[src/rtl/apb_pkg.sv]
// Shared APB definitions: FSM state encoding and default bus widths.
// Latency: n/a (types and constants only).
// Backpressure: n/a.
package apb_pkg;

  localparam int APB_ADDR_W = 32;
  localparam int APB_DATA_W = 32;

  typedef enum logic [1:0] {
    IDLE   = 2'b00,
    SETUP  = 2'b01,
    ACCESS = 2'b10
  } apb_state_t;

endpackage

[src/rtl/apb_master.sv]
// APB requester: turns one local command into one APB transfer and reports completion.
// Latency: accept edge N -> SETUP cycle N+1 -> ACCESS from N+2 -> rsp_valid the cycle after the pready edge.
// Backpressure: cmd_ready is low from accept until the response cycle; at most one transfer in flight.
//
// Ports:
//   clk, rst_n                       clock, asynchronous active-low reset
//   cmd_valid/cmd_ready              command handshake; cmd_write/cmd_addr/cmd_wdata are the command fields
//   rsp_valid                        one-cycle completion pulse; rsp_rdata/rsp_timeout hold until the next one
//   psel/penable/pwrite/paddr/pwdata APB request outputs, all registered
//   prdata/pready                    APB responder inputs
module apb_master
  import apb_pkg::*;
#(
  parameter int ADDR_W         = APB_ADDR_W,
  parameter int DATA_W         = APB_DATA_W,
  parameter int TIMEOUT_CYCLES = 16
) (
  input  logic              clk,
  input  logic              rst_n,
  input  logic              cmd_valid,
  output logic              cmd_ready,
  input  logic              cmd_write,
  input  logic [ADDR_W-1:0] cmd_addr,
  input  logic [DATA_W-1:0] cmd_wdata,
  output logic              rsp_valid,
  output logic [DATA_W-1:0] rsp_rdata,
  output logic              rsp_timeout,
  output logic              psel,
  output logic              penable,
  output logic              pwrite,
  output logic [ADDR_W-1:0] paddr,
  output logic [DATA_W-1:0] pwdata,
  input  logic [DATA_W-1:0] prdata,
  input  logic              pready
);

  // A disabled timeout still needs a legal 1-bit counter.
  localparam int CNT_W = (TIMEOUT_CYCLES > 0) ? $clog2(TIMEOUT_CYCLES + 1) : 1;
  // Abort fires on the edge that would bring the count up to TIMEOUT_CYCLES.
  localparam logic [CNT_W-1:0] CNT_LAST = CNT_W'(TIMEOUT_CYCLES - 1);

  apb_state_t        state_q, state_d;
  logic [CNT_W-1:0]  cnt_q, cnt_d;
  logic              cmd_ready_q, cmd_ready_d;
  logic              psel_q, psel_d;
  logic              penable_q, penable_d;
  logic              pwrite_q, pwrite_d;
  logic [ADDR_W-1:0] paddr_q, paddr_d;
  logic [DATA_W-1:0] pwdata_q, pwdata_d;
  logic              rsp_valid_q, rsp_valid_d;
  logic              rsp_timeout_q, rsp_timeout_d;
  logic [DATA_W-1:0] rsp_rdata_q, rsp_rdata_d;

  logic accept;
  logic timeout_hit;
  logic done;

  // cmd_ready_q is only ever high while in IDLE, so it alone qualifies the accept.
  assign accept      = cmd_valid && cmd_ready_q;
  assign timeout_hit = (TIMEOUT_CYCLES != 0) && (cnt_q == CNT_LAST);

  // State register.
  always_ff @(posedge clk or negedge rst_n) begin
    if (!rst_n) begin
      state_q <= IDLE;
    end else begin
      state_q <= state_d;
    end
  end

  // Next-state logic. pready is checked before the timeout so it wins a tie.
  always_comb begin
    state_d = state_q;
    unique case (state_q)
      IDLE:    if (accept) state_d = SETUP;
      SETUP:   state_d = ACCESS;
      ACCESS:  if (pready || timeout_hit) state_d = IDLE;
      default: state_d = IDLE;
    endcase
  end

  // Output logic: every output is registered, so next values derive from state_d.
  always_comb begin
    done          = (state_q == ACCESS) && (state_d == IDLE);
    cmd_ready_d   = (state_d == IDLE);
    psel_d        = (state_d != IDLE);
    penable_d     = (state_d == ACCESS);
    rsp_valid_d   = done;
    rsp_timeout_d = rsp_timeout_q;
    rsp_rdata_d   = rsp_rdata_q;
    if (done) begin
      rsp_timeout_d = !pready;
      rsp_rdata_d   = (pready && !pwrite_q) ? prdata : '0;
    end

    // Command fields latch on accept (pwdata too, even for reads) and otherwise hold.
    paddr_d  = accept ? cmd_addr  : paddr_q;
    pwrite_d = accept ? cmd_write : pwrite_q;
    pwdata_d = accept ? cmd_wdata : pwdata_q;

    cnt_d = cnt_q;
    if (accept) begin
      cnt_d = '0;
    end else if ((state_q == ACCESS) && !pready) begin
      cnt_d = cnt_q + CNT_W'(1);
    end
  end

  always_ff @(posedge clk or negedge rst_n) begin
    if (!rst_n) begin
      cnt_q         <= '0;
      cmd_ready_q   <= 1'b0;
      psel_q        <= 1'b0;
      penable_q     <= 1'b0;
      pwrite_q      <= 1'b0;
      paddr_q       <= '0;
      pwdata_q      <= '0;
      rsp_valid_q   <= 1'b0;
      rsp_timeout_q <= 1'b0;
      rsp_rdata_q   <= '0;
    end else begin
      cnt_q         <= cnt_d;
      cmd_ready_q   <= cmd_ready_d;
      psel_q        <= psel_d;
      penable_q     <= penable_d;
      pwrite_q      <= pwrite_d;
      paddr_q       <= paddr_d;
      pwdata_q      <= pwdata_d;
      rsp_valid_q   <= rsp_valid_d;
      rsp_timeout_q <= rsp_timeout_d;
      rsp_rdata_q   <= rsp_rdata_d;
    end
  end

  assign cmd_ready   = cmd_ready_q;
  assign psel        = psel_q;
  assign penable     = penable_q;
  assign pwrite      = pwrite_q;
  assign paddr       = paddr_q;
  assign pwdata      = pwdata_q;
  assign rsp_valid   = rsp_valid_q;
  assign rsp_timeout = rsp_timeout_q;
  assign rsp_rdata   = rsp_rdata_q;

endmodule
[config.mk]
export PLATFORM = sky130hd
export DESIGN_NAME = apb_master
export DESIGN_NICKNAME = d
export VERILOG_FILES = /design/src/rtl/apb_pkg.sv /design/src/rtl/apb_master.sv
export SDC_FILE = /design/constraint.sdc
export NUM_CORES = 1
export LEC_CHECK = 0
export BUFFER_PORTS_ARGS = -buffer_cell sky130_fd_sc_hd__buf_2
export CAP_MARGIN = 30
export CORE_ASPECT_RATIO = 0.8
export CORE_MARGIN = 2
export CORE_UTILIZATION = 50
export CTS_CLUSTER_SIZE = 16
export DETAILED_ROUTE_END_ITERATION = 10
export PLACE_DENSITY = 0.91
export SYNTH_ARGS = -nofsm -noshare
export SYNTH_HDL_FRONTEND = slang
export SYNTH_SLANG_ARGS = --single-unit
[constraint.sdc]
create_clock -name clk -period 2.8 [get_ports clk]
set_input_delay 0 -clock clk [delete_from_list [all_inputs] [get_ports clk]]
set_output_delay 0 -clock clk [all_outputs]
set_load 0.01 [all_outputs]
Yosys cells after proc, flatten, opt, wreduce, memory -nomap -nowiden
Index checks and enable logic that the tools add are counted.
{ "totals": {"regBits": 109, "wordCells": 33, "out_inout_bits": 102, "in_bits": 101} }
{ "classes": {"eq_ne": 4, "mux": 6, "add_sub_neg": 1, "reduce_logical": 11} }
{ "op_table": {"columns": ["cell", "n"], "rows": [
  ["two-way mux 32 bit", 1],
  ["two-way mux 5 bit", 2],
  ["one-hot mux 2 bit (3 select lines)", 1],
  ["adder 5 x 1 -> 5 bit (second input constant)", 1],
  ["== test 5 x 4 -> 1 bit (second input constant)", 1],
  ["== test 2 bit (second input constant)", 2],
  ["logical AND 1 bit", 4],
  ["zero test 2 bit", 2],
  ["two-way mux 2 bit", 2],
  ["nonzero test 2 bit", 2],
  ["== test 2 x 1 -> 1 bit (second input constant)", 1],
  ["zero test 1 bit", 2],
  ["logical OR 1 bit", 1]
]} }

Longest topological paths before layout
Gate-level depths: netlist (run 1).
{ "logic_depth": {"ltp_word": 6, "ltp_mapped": 8, "mapped_depth_nobuf": 6} }

Worst setup path after synthesis (run 1)
Ideal clock, no wire load.
{ "synth_timing": {"path_kind": "register to register", "from": "register cnt_q[0]", "to": "register rsp_rdata_q[12], in the netlist rsp_rdata[12]", "t_arrival_ps": 1627, "period_less_slack_ps": 1723, "setup_slack_ps": 1077, "setup_ps": 95, "path_buffers": 2, "stages_incl_launch_ff": 9, "required_time_ps": 2705, "cell_sequence": "dfrtp_1 > ha_1 > and3_1 > ha_1 > nor2_1 > buf_2 > clkbuf_1 > o21ai_0 > o31ai_1"} }
{ "synth_between": {"elab_chain_len": 6} }
{ "synth_rtl": {"columns": ["element", "line_no", "text"], "rows": [
  ["from (decl)", "apb_master.sv:43", "logic [CNT_W-1:0] cnt_q, cnt_d;"],
  ["from (signal assigned)", "apb_master.sv:122", "cnt_q <= cnt_d;"],
  ["== test 5 x 4 -> 1 bit", "apb_master.sv:60", "assign timeout_hit = (TIMEOUT_CYCLES != 0) && (cnt_q == CNT_LAST);"],
  ["logical OR 1 bit", "apb_master.sv:77", "ACCESS: if (pready || timeout_hit) state_d = IDLE;"],
  ["two-way mux 2 bit", "apb_master.sv:77", null],
  ["one-hot mux 2 bit (3 select lines)", "apb_master.sv:74", "unique case (state_q)"],
  ["zero test 2 bit", "apb_master.sv:84", "done = (state_q == ACCESS) && (state_d == IDLE);"],
  ["logical AND 1 bit", "apb_master.sv:84", null],
  ["to (signal assigned)", "apb_master.sv:131", "rsp_rdata_q <= rsp_rdata_d;"],
  ["to (decl)", "apb_master.sv:52", "logic [DATA_W-1:0] rsp_rdata_q, rsp_rdata_d;"]
]} }
Every way passes these cells.
A chain may end at the register's enable or synchronous reset.

Final worst setup path (run 1)
Same ends and word-level chain as after synthesis.

==> results of run 1 <==
## kinds of logic after synthesis
kind of cell               count (synthesis)  synth area share [%]
buffers and inverters                     35                 4.130
xor gates and xnor gates                   2                0.3988
and+or+nand+nor                          248                 22.39
DFF                                      109                 62.09
AOI/OAI and AO/OA                         68                 9.969
muxes                                      2                0.4557
adders and majority gates                  2                0.5695
## final timing paths
kind                                  startpoint                         to  slack, ps  depth (start not counted)
min in group asynchronous                  rst_n      paddr[23]$_DFFE_PN0P_        260                          2
max                         cnt_q[0]$_DFFE_PN0P_  rsp_rdata[12]$_DFFE_PN0P_        720                          7
min                                    cmd_valid       cnt_q[4]$_DFFE_PN0P_        220                          3
max in group asynchronous                  rst_n       paddr[7]$_DFFE_PN0P_       1800                          3
max reg2reg                 cnt_q[0]$_DFFE_PN0P_  rsp_rdata[12]$_DFFE_PN0P_        720                          7
min reg2reg                paddr[18]$_DFFE_PN0P_      paddr[18]$_DFFE_PN0P_        480                          2
## report_power, final
part | internal, mW | switching, mW | leakage (nW) | total [mW]
logic | 0.990 | 1.48 | 2.10 | 2.47
clock network | 0.455 | 0.492 | 0.0975 | 0.947
registers | 2.28 | 0.434 | 1.39 | 2.71
## flip-flops by register name (all words and copies together) (netlist names), 2 cells and up
register	flops
rsp_rdata	32
cnt_q	5
paddr	32
pwdata	32
state_q	2
## cell type report
class,count,area (um^2)
Fill cell,493,1888
Tap cell,112,140.1
Multi-Input combinational cell,322,1498
Timing Repair Buffer,307,2062
Clock inverter,3,46.29
Sequential cell,109,2728
Clock buffer,11,151.4
Inverter,2,7.507
## metrics by stage
stage                     power (mW)  hold WS (ps)
after floorplan                3.957        -295.6
after global placement         4.838         63.29
after CTS                      6.056         198.1
after detailed placement       4.986         78.14
final                          6.129         217.1
after global routing           6.543         224.9
## cell usage in the layout, fill, tap and decap left out, drive strengths merged, types with 3 or more instances in the layout
cell and instances:
buf 208, clkbuf 11, dfrtp 109, dlygate4sd3 99, nand2 230, nand2b 3
nor2 7, o21ai 33, o31ai 34
## per-layer routing
metal	track usage (%)	vias to the layer above
li1	-	2057
met4	11.07	0
met5	0	-
met1	33.82	2114
met2	51.14	239
met3	8.110	39
## critical path, delay by kind of cell (launching register included)
family / cells / cell delay [ps]
buf+inv: 1 / 480
compound gates: 2 / 300
flops: 1 / 420
simple gates: 2 / 290
fa+ha+maj: 2 / 460
## repair_timing
action | CTS | global route
gates resized for setup | 0 | 0
hold endpoints to repair | 150 | 0
hold buffers | 99 | 0
==> impl_results.md, run 1 <==
- Synth top area cells: dfrtp_1, nand2_1, o31ai_1
- Number of global-route vias before repair: 4599
- Register area share after synthesis: 62.09%
- Crit-path max FO: 65
- Status: complete, no violations
- RSZ-0062 raised after global routing: false
- DR iter-0 viols: 345
- Post-route cell area: 6633 um^2
- Clk sinks: 109
- Final Cycle Share: 74.19%
- Metal3 WL: 1068 um
- Site Rows: 30
- Syn Area/Cell: 9.427 um^2
- Setup crit end kind: flip-flop
- DIE WIDTH: 108.8 um
- Vias: 4449
- Hold Crit Class: input port to flip-flop
- Pre-CTS worst setup slack: 786.6 ps
- Post-CTS setup buffers: 0
- Setup WS post-layout: 722.6 ps
- Mapped Area: 4393 um^2
- Net Count, Synth: 569
- Ys async rst share: 100.0%
- Top-count cell post-synth: nand2_1
- Finished Core Util: 77.84%
- Cell variety after synth: 26
- Number of I/O pins: 203
- Critical Path RT: 3040 ps
- Clock-pin transition on the worst setup and hold timing paths: 100 ps
- Port Buffer Count: 202
- Layout cells sized above 1: 30.64%
- Number of nets in the layout: 854
- Critical path data arrival time: 2320 ps
- CTS Buffer Depth: 2
- Cts bufs inserted: 9
- Top cell type's share of synthesized area: 62.09%
- Initial antenna violation count: 0
- Wire length per cell: 15.70 um
- Leading area contributor after synthesis: dfrtp_1
- Skew final: 15.49 ps
- CTS tree: built
- DRC violation count after routing: 0
- Post-Route M1 WL: 5298 um
- Top FF cell, synth: dfrtp_1
- First-pass GRT wire length: 21330 um
- Final setup fails: 0
- Setup TNS: 0 ps
- MaxCap Viol Count: 0
- Synth top cells by count: nand2_1, dfrtp_1, o21ai_0
- H-tree levels: 3
- Post-route ant nets: 0
- Die Area: 9556 um^2
- Non-filler cells, final: 866
- Congestion Overflow GR: 0
- Post-placement cell count: 753
- Fin. Hold Viols: 0
- #FFs+latches synth: 109
- CORE AREA: 8521 um^2
- Worst-Skew Late Latency: 350 ps
- Synth-to-Final Area Change: 50.98%
- Most frequent cell on the critical path: ha_1
- Post-DP HPWL: 7716 um
- Crit path cell chain: ha_1, and3_1, ha_1, nor2_4, buf_4, o21ai_0, o31ai_1
- # diodes: 0
- Worst-Margin Slew: 805.8 ps
- Via density per instance: 5.137
- Clock root buffer: clkbuf_8
- Achievable Freq: 0.4814 GHz
- Slowest stage cell, crit path: buf_4
- Placer Congestion: 0.7703
- Worst path max stage delay: 480 ps
- Largest net degree at the start of global routing: 68
- Worst vdd ir: 0.6270 mV
- Yosys Warn Count: 0
- Post-Synthesis Cells: 466
- Initial Util: 51.56%
- Overall routed net length: 13590 um
- GRT Total Usage: 28.94%
- Tmin final: 2077 ps
- Nature of the critical path startpoint: flip-flop
- Area post-placement: 5444 um^2
- Max-Slew Margin vs Limit: 46.09%
- Die Span Y: 87.84 um
- EDFF count, synth: 0
- Power Density: 924.0 nW/um^2
- Wire length on met2: 6845 um
- Slew Limit Fails: 0
- Leak: 3.584 nW
- Highest Signal Layer: met4
- WS Path Type: flip-flop to flip-flop
- 1st-pass router iterations: 5
Note: power is estimated with default switching activity, not from simulation.
==> inputs of run 2 (changes only) <==
--- a/config.mk
+++ b/config.mk
@@ -9,10 +9,10 @@
 export CAP_MARGIN = 30
 export CORE_ASPECT_RATIO = 0.8
 export CORE_MARGIN = 2
-export CORE_UTILIZATION = 50
+export CORE_UTILIZATION = 47
 export CTS_CLUSTER_SIZE = 16
 export DETAILED_ROUTE_END_ITERATION = 10
-export PLACE_DENSITY = 0.91
+export PLACE_DENSITY = 0.86
 export SYNTH_ARGS = -nofsm -noshare
 export SYNTH_HDL_FRONTEND = slang
 export SYNTH_SLANG_ARGS = --single-unit
==> constraint.sdc (replaced) <==
create_clock -name clk -period 2.1 [get_ports clk]
set_input_delay 0 -clock clk [delete_from_list [all_inputs] [get_ports clk]]
set_output_delay 0 -clock clk [all_outputs]
set_load 0.01 [all_outputs]
==> run 2 against run 1 <==
Net effect:
- sequential share of layout area decreased by 0.93 points
- critical path type unchanged
- sequential cell count unchanged
- clock skew decreased by 8.1 ps
- largest power group unchanged
==> impl_results.md, run 2 (synthesis results as in run 1) <==
- Achievable Freq: 0.5542 GHz
- Skew final: 7.435 ps
- CORE AREA: 9076 um^2
- RSZ-0062 raised after global routing: false
- Worst setup path start: cnt_q[0]$_DFFE_PN0P_
- Number of I/O pins: 203
- Congestion Overflow GR: 0
- Post-route cell area: 6785 um^2
- Tmin final: 1804 ps
- Initial Util: 48.40%
- Total power draw: 8.634 mW
- H-tree levels: 3
- Die Area: 10140 um^2
- Nature of the critical path startpoint: flip-flop
- Site Rows: 31
- Final Cycle Share: 85.93%
- Area post-placement: 5483 um^2
- First-pass GRT wire length: 22110 um
- Placer Congestion: 0.8114
- Setup TNS: 0 ps
- # fillers: 587
- Leak: 3.654 nW
- Cts bufs inserted: 9
- MaxCap Viol Count: 0
- Fin. Hold Viols: 0
- Via density per instance: 5.048
- Max-Slew Margin vs Limit: 55.32%
- Pre-CTS worst setup slack: 353.2 ps
- Critical Path End: rsp_rdata[11]$_DFFE_PN0P_
- Register-to-Register Path Depth: 7
- Hold Crit Class: input port to flip-flop
- Post-route ant nets: 0
- Wire length per cell: 15.53 um
- Setup WS post-layout: 295.5 ps
- Vias: 4412
- Worst R2R End: rsp_rdata[11]$_DFFE_PN0P_
- DIE WIDTH: 112.1 um
- Post-placement cell count: 759
- Status: complete, no violations
- Port Buffer Count: 202
- Number of global-route vias before repair: 4556
- CTS Buffer Depth: 2
- Clock root buffer: clkbuf_16
- 1st-pass router iterations: 5
- # diodes: 0
- Worst-Margin Slew: 670.1 ps
- DRC violation count after routing: 0
- Critical Path RT: 2310 ps
- Worst-Skew Late Latency: 340 ps
- WS Path Type: flip-flop to flip-flop
- Final setup fails: 0
- Most common cell after layout, fill and taps aside: nand2_1
- Largest net degree at the start of global routing: 58
- Critical path data arrival time: 2020 ps
- Non-filler cells, final: 874
- Setup crit end kind: flip-flop
- GRT Total Usage: 27.13%
- Clock-pin transition on the worst setup and hold timing paths: 70 ps
- Die Span Y: 90.47 um
- Worst Hold Launch: cmd_valid
- DR iter-0 viols: 435
- Number of nets in the layout: 857
- CTS tree: built
- Layout cells sized above 1: 31.09%
- Crit-path max FO: 45
- Reg2reg setup slack: 300 ps
- Overall routed net length: 13570 um
- Most frequent cells in the layout: nand2_1, buf_2, dfrtp_1
- Post-CTS sizing: 0
- Clk sinks: 109
- Synth-to-Final Area Change: 54.46%
- Post-DP HPWL: 7719 um
- Power Density: 1273 nW/um^2
- Worst vdd ir: 0.9293 mV
- Worst r2r src: cnt_q[0]$_DFFE_PN0P_
- Initial antenna violation count: 0
- Slew Limit Fails: 0
-- run 2: cell count changes in the layout (fill, tap and decap cells not counted), sizes merged --
cell      previous run  this run
clkinvlp             1         2
buf                208       211
clkinv               1         2
-- run 2: cell type report --
class / count / area (um^2) / share of cell area (%)
multi-input combinational: 322 / 1498 / 22.07
clock buffer: 11 / 252.7 / 3.725
tap: 115 / 143.9 / 2.121
timing repair buffer: 310 / 2097 / 30.91
sequential: 109 / 2728 / 40.20
inverter: 2 / 7.507 / 0.1106
clock inverter: 5 / 58.81 / 0.8667
-- run 2: worst min path at each step --
stage	depth (start not counted)	end	slack [ps]
global route	5	paddr[16]$_DFFE_PN0P_	270
floorplan	0	cmd_ready$_DFF_PN0_	-300
detailed placement	1	paddr[1]$_DFFE_PN0P_	80
global placement	1	paddr[0]$_DFFE_PN0P_	70
CTS	5	pwdata[30]$_DFFE_PN0P_	240
finish	5	paddr[31]$_DFFE_PN0P_	240
-- run 2: through the flow --
stage	util [%]	hold WS, ps
global placement	60.41	68.98
floorplan	-	-295.6
CTS	74.76	237.5
finish	74.76	238.2
detailed placement	60.41	82.29
global route	74.76	265.8
-- run 2: per-layer routing --
metal / share of wire, % / wire length (um) / global-route usage, %
met2: 52 / 7036 / 49.20
met1: 39 / 5242 / 31.32
met4: 2.2 / 305 / 8.740
met3: 7.3 / 988 / 7.047
met5: 0 / 0 / 0
-- run 2: critical path: stages (launching register included) --
cell     delay (ps)
dfrtp_1         410
ha_1            230
and3_1          190
ha_1            240
nor2_4          160
buf_12          210
o21ai_0         120
o31ai_1         120
-- run 2: what timing repair did --
item                      in CTS  in global routing
buffers inserted               0                  0
hold endpoints to repair     150                  0
hold buffers                  99                  0
-- run 2: report_power, final --
part           internal [mW]  total (mW)  switching [mW]
combinational           1.34        3.32            1.97
clock                  0.990        1.73           0.742
sequential              3.04        3.59           0.548
total                   5.37        8.63            3.26
